--- src/rtl/aegnn_pkg.sv ---
// Shared AEGNN definitions: datapath width and aggregator FSM states.
package aegnn_pkg;

    localparam int B_WIDTH = 16;

    typedef enum logic [1:0] {
        ST_IDLE  = 2'd0,
        ST_ACCUM = 2'd1,
        ST_EMIT  = 2'd2
    } aggr_state_t;

endpackage

--- src/rtl/sat_add.sv ---
// Combinational two's-complement adder that clamps to the W-bit range.
module sat_add #(
    parameter int W = 16
) (
    input  logic signed [W-1:0] i_a,
    input  logic signed [W-1:0] i_b,
    output logic signed [W-1:0] o_sum
);

    logic signed [W:0] w_full;

    assign w_full = {i_a[W-1], i_a} + {i_b[W-1], i_b};

    // Sign bit and carry-out disagreeing means the W-bit result wrapped.
    always_comb begin
        o_sum = w_full[W-1:0];
        if (w_full[W] != w_full[W-1]) begin
            if (w_full[W]) begin
                o_sum = {1'b1, {(W-1){1'b0}}};
            end else begin
                o_sum = {1'b0, {(W-1){1'b1}}};
            end
        end
    end

endmodule

--- src/rtl/msg_aggregator.sv ---
// Sums per-edge messages of one node channel-wise with saturation and
// emits the aggregate as a single-cycle pulse.
module msg_aggregator
    import aegnn_pkg::*;
#(
    parameter int  OUT_C   = 32,
    parameter int  MAX_NBR = 16,
    localparam int CW      = $clog2(MAX_NBR + 1)
) (
    input  logic                            clk,
    input  logic                            rst,
    input  logic [OUT_C-1:0][B_WIDTH-1:0]   msg_pack,
    input  logic                            msg_valid,
    input  logic                            msg_last,
    output logic                            msg_ready,
    output logic [OUT_C-1:0][B_WIDTH-1:0]   aggr_pack,
    output logic                            aggr_valid,
    output logic [CW-1:0]                   aggr_nbr_cnt,
    output logic                            ovf_err
);

    aggr_state_t                      r_state;
    logic [OUT_C-1:0][B_WIDTH-1:0]    r_acc;
    logic [OUT_C-1:0][B_WIDTH-1:0]    r_aggr_pack;
    logic [CW-1:0]                    r_cnt;
    logic [CW-1:0]                    r_aggr_cnt;
    logic                             r_aggr_valid;
    logic                             r_ovf;

    logic [OUT_C-1:0][B_WIDTH-1:0]    w_sum;
    logic [OUT_C-1:0][B_WIDTH-1:0]    w_next;
    logic [CW-1:0]                    w_next_cnt;
    logic                             w_ready;
    logic                             w_accept;
    logic                             w_force;
    logic                             w_done;

    for (genvar g = 0; g < OUT_C; g++) begin : g_sat
        sat_add #(
            .W(B_WIDTH)
        ) u_sat (
            .i_a  (r_acc[g]),
            .i_b  (msg_pack[g]),
            .o_sum(w_sum[g])
        );
    end

    assign w_ready  = (r_state != ST_EMIT);
    assign w_accept = msg_valid && w_ready;

    // The first beat of a node loads directly so no accumulator clear is needed.
    assign w_next     = (r_state == ST_IDLE) ? msg_pack : w_sum;
    assign w_next_cnt = (r_state == ST_IDLE) ? CW'(1) : r_cnt + CW'(1);
    assign w_force    = !msg_last && (w_next_cnt == CW'(MAX_NBR));
    assign w_done     = msg_last || w_force;

    always_ff @(posedge clk) begin
        if (rst) begin
            r_state      <= ST_IDLE;
            r_acc        <= '0;
            r_cnt        <= '0;
            r_aggr_pack  <= '0;
            r_aggr_cnt   <= '0;
            r_aggr_valid <= 1'b0;
            r_ovf        <= 1'b0;
        end else begin
            r_aggr_valid <= 1'b0;
            case (r_state)
                ST_IDLE, ST_ACCUM: begin
                    if (w_accept) begin
                        r_acc <= w_next;
                        r_cnt <= w_next_cnt;
                        if (w_done) begin
                            r_state      <= ST_EMIT;
                            r_aggr_valid <= 1'b1;
                            r_aggr_pack  <= w_next;
                            r_aggr_cnt   <= w_next_cnt;
                        end else begin
                            r_state <= ST_ACCUM;
                        end
                        if (w_force) begin
                            r_ovf <= 1'b1;
                        end
                    end
                end
                ST_EMIT: r_state <= ST_IDLE;
                default: r_state <= ST_IDLE;
            endcase
        end
    end

    assign msg_ready    = w_ready;
    assign aggr_pack    = r_aggr_pack;
    assign aggr_valid   = r_aggr_valid;
    assign aggr_nbr_cnt = r_aggr_cnt;
    assign ovf_err      = r_ovf;

endmodule

--- config.mk ---
export PLATFORM = sky130hd
export DESIGN_NAME = msg_aggregator
export DESIGN_NICKNAME = d
export VERILOG_FILES = /design/src/rtl/aegnn_pkg.sv /design/src/rtl/sat_add.sv /design/src/rtl/msg_aggregator.sv
export SDC_FILE = /design/constraint.sdc
export NUM_CORES = 2
export LEC_CHECK = 0
export BUFFER_PORTS_ARGS = -buffer_cell sky130_fd_sc_hd__buf_2
export CORE_AREA = 2 2 398 400
export DETAILED_ROUTE_END_ITERATION = 10
export DIE_AREA = 0 0 400 402
export GPL_TIMING_DRIVEN = 0
export RECOVER_POWER = 100
export SLEW_MARGIN = 15
export SYNTH_ARGS = -nofsm -noshare
export SYNTH_HDL_FRONTEND = slang
export SYNTH_SLANG_ARGS = --single-unit
--- constraint.sdc ---
create_clock -name clk -period 7.9 [get_ports clk]
set_input_delay 0.395 -clock clk [delete_from_list [all_inputs] [get_ports clk]]
set_output_delay 0.395 -clock clk [all_outputs]
set_load 0.01 [all_outputs]
==> run summary <==
RSZ-0062 raised after global routing: false
Die height: 402 um
Largest net degree at the start of global routing: 17
I/O Pins: 1,036
Clk sinks: 1,038
Buffers on Ports: 1,035
CTS root buffer: clkbuf_16
Worst r2r src: r_state[1]
Worst slew margin: -71.5%
Synth Flop Type: dfxtp_1
Clk_lat worst skew: 830 ps
Initial drt markers: 11,000
Core area: 157,000 um2
Crit path DAT: 7820 ps
Clock power frac: 33.0%
Pleak: 0.0333 uW
Min-delay src: msg_pack[343]
Synth cell count leaders: 1,038 x dfxtp_1, 1,032 x nand2_1, 884 x a21oi_1
EDFF count, synth: 0
Switching pwr: 7790 uW
Class of the most critical setup path: register to register
Post-Syn Area: 65,900 um2
DRC Markers: 0
First-pass GRT wire length: 568,000 um
Logic pwr share: 35.9%
Initial Utilization: 41.9%
CTS tree: done
Row count: 146
Synth cell types: 100
Area Overhead vs Synth: 22.9%
DP HPWL: 329,000 um
Sequential fraction of the synthesis area: 31.5%
DR vias: 79,000
Crit. End Element: register
# setup viols final: 0
HP Class: primary input to register
Fin crit period: 7090 ps
Number of post-CTS setup repair buffers: 0
Global Route Usage Sum: 50.7%
Peak supply drop: 0.286 mV
Status: finished, violations left
Number of global-route vias before repair: 71,700
Clk buf depth: 3
Die X: 400 um
Die area: 161,000 um2
Worst EP required: 8630 ps
Top cells by area, synth: dfxtp_1 32%, ha_1 11%, a21oi_1 6.7%
Routed Antenna Nets: 0
MaxCap Viol Count: 45
CP endpoint: aggr_pack[502]
Post-Synthesis Cells: 8,401
Clock transition at path regs: 60 ps
Worst-path fanout max: 11
Crit path launch: r_state[1]
Power Internal: 11,500 uW
R2r setup slk: 810 ps
Final WL: 427,000 um
Synth top area share: 31.5%
Final setup TNS: 0 ps
Reg2Reg Depth: 9
Clock skew: 31.8 ps
Cell with the most instances after synthesis: dfxtp_1
Initial antenna violation count: 138
Sequential Power Share: 31.2%
Pre-antenna DRT Iters: 10
Asr flop ratio synth: 0%
Num CTS Buffers: 131
Vias per inst: 6.51
Maximum clock frequency: 0.141 GHz
Power consumption: 19,300 uW
GRT Residual Overflow: 0
Failing checks: max-capacitance violations, max-slew violations
Max Slew Vio Count: 457
Sw frac: 40.3%
Final hold violation count: 0
Synth Net Count: 9,524
# H-tree levels: 4
Slew @ Worst Pin: 2570 ps
Routed length per instance: 35.1 um
Layout cell share with drive strength beyond 1: 9.53%
Final Cycle Share: 89.8%
Kind of start point of the critical path: register
FF+latch count, synth: 1,038
GPL Wtd Cong: 1.04
Post-synth top area cell: dfxtp_1
Net count, final: 11,000
Mean Syn Cell Area: 7.84 um2
Synth Warn #: 0
FF-to-FF End: aggr_pack[502]
Pwr dens: 239 nW/um2
==> critical path, cell delays in order, from the launching register on <==
cell and delay (ps):
dfxtp_1 520, nor2_1 1800, clkbuf_1 1190, clkbuf_1 290, buf_12 240, clkbuf_1 780, buf_16 260, clkbuf_1 1200
a2bb2oi_1 320, a21oi_1 230
==> per-stage QoR <==
| stage | setup slack, ps | utilization (%) | hold slack (ps) | std cells | cell area, um2 |
|---|---|---|---|---|---|
| after CTS | 2930 | 52.0 | 1.23 | 12100 | 81700 |
| after floorplan | 4160 | - | 430 | 8401 | 65900 |
| final | 810 | 51.5 | 24.2 | 12100 | 81000 |
| after global placement | 1420 | 46.9 | 439 | 11500 | 73700 |
| after detailed placement | 2920 | 47.4 | 443 | 11500 | 74400 |
| after global routing | 1420 | 51.5 | 32.3 | 12100 | 80900 |
==> cell families after synthesis <==
family / share of synthesized area (%)
buf+inv: 4.38
compound gates: 29.3
xor+xnor: 4.69
simple gates: 18.0
flops: 31.5
fa+ha+maj: 11.9
mux: 0.159
==> metal layers <==
layer,up-vias,global-route usage (%),wire (um)
met5,-,0.605,415
met4,52,38.7,40800
met3,1526,18.4,58400
met2,5705,70.9,168000
met1,38100,62.7,159000
li1,33700,-,-
==> layout by cell type (no fill, tap or decap), drive strengths merged, types with 23 or more instances in the layout <==
cell type / count
clkbuf: 1178
a211oi: 175
nand2b: 100
dlygate4sd3: 291
o221ai: 31
clkinv: 23
or3: 69
o22ai: 59
xor2: 164
nand3: 264
o31ai: 29
o32ai: 39
nor3: 160
o21a: 148
o21bai: 43
o21ai: 682
dfxtp: 1038
a221o: 34
a31oi: 94
fa: 32
a221oi: 59
o311ai: 24
diode: 87
a21oi: 894
ha: 575
inv: 209
nor2: 709
a311oi: 49
o211ai: 260
buf: 604
and2: 28
xnor2: 189
and3: 109
o41ai: 48
a211o: 24
nor2b: 94
nand2: 1032
a21o: 147
==> cell type report <==
type                            count  area, um2
Inverter                          203        762
Clock buffer                      191       3860
Clock inverter                     48        539
Fill cell                       15900      76100
Multi-Input combinational cell   6628      42200
Tap cell                         2072       2590
Buffer                            532       2160
Antenna cell                       87        218
Sequential cell                  1038      20800
Timing Repair Buffer             1350       7910
==> state kept, by name, indices dropped and copies added (netlist names) <==
register and flops:
aggr_nbr_cnt 5, aggr_pack 512, aggr_valid 1, ovf_err 1, r_acc 512, r_cnt 5
r_state 2
==> power groups by stage <==
stage,clock network (uW),logic [uW],registers [uW]
3_5_place_dp,0,6500,6100
5_1_grt,6520,7250,6040
4_1_cts,6320,6670,5990
3_3_place_gp,0,6410,6090
2_1_floorplan,0,3870,6070
6_report,6370,6930,6020
==> worst min path at each step <==
stage	cells after the start	slack, ps	to
after floorplan	1	430	r_acc[505]
after global placement	2	440	aggr_pack[471]
after detailed placement	2	440	aggr_pack[196]
after CTS	4	1	r_acc[438]
after global routing	3	30	aggr_pack[81]
final	3	20	aggr_pack[343]
==> repair_timing <==
item,CTS,global route
resized for setup,0,0
hold buffers,291,0
endpoints found under the hold margin,506,0
Power figures use the tool's default switching activity.
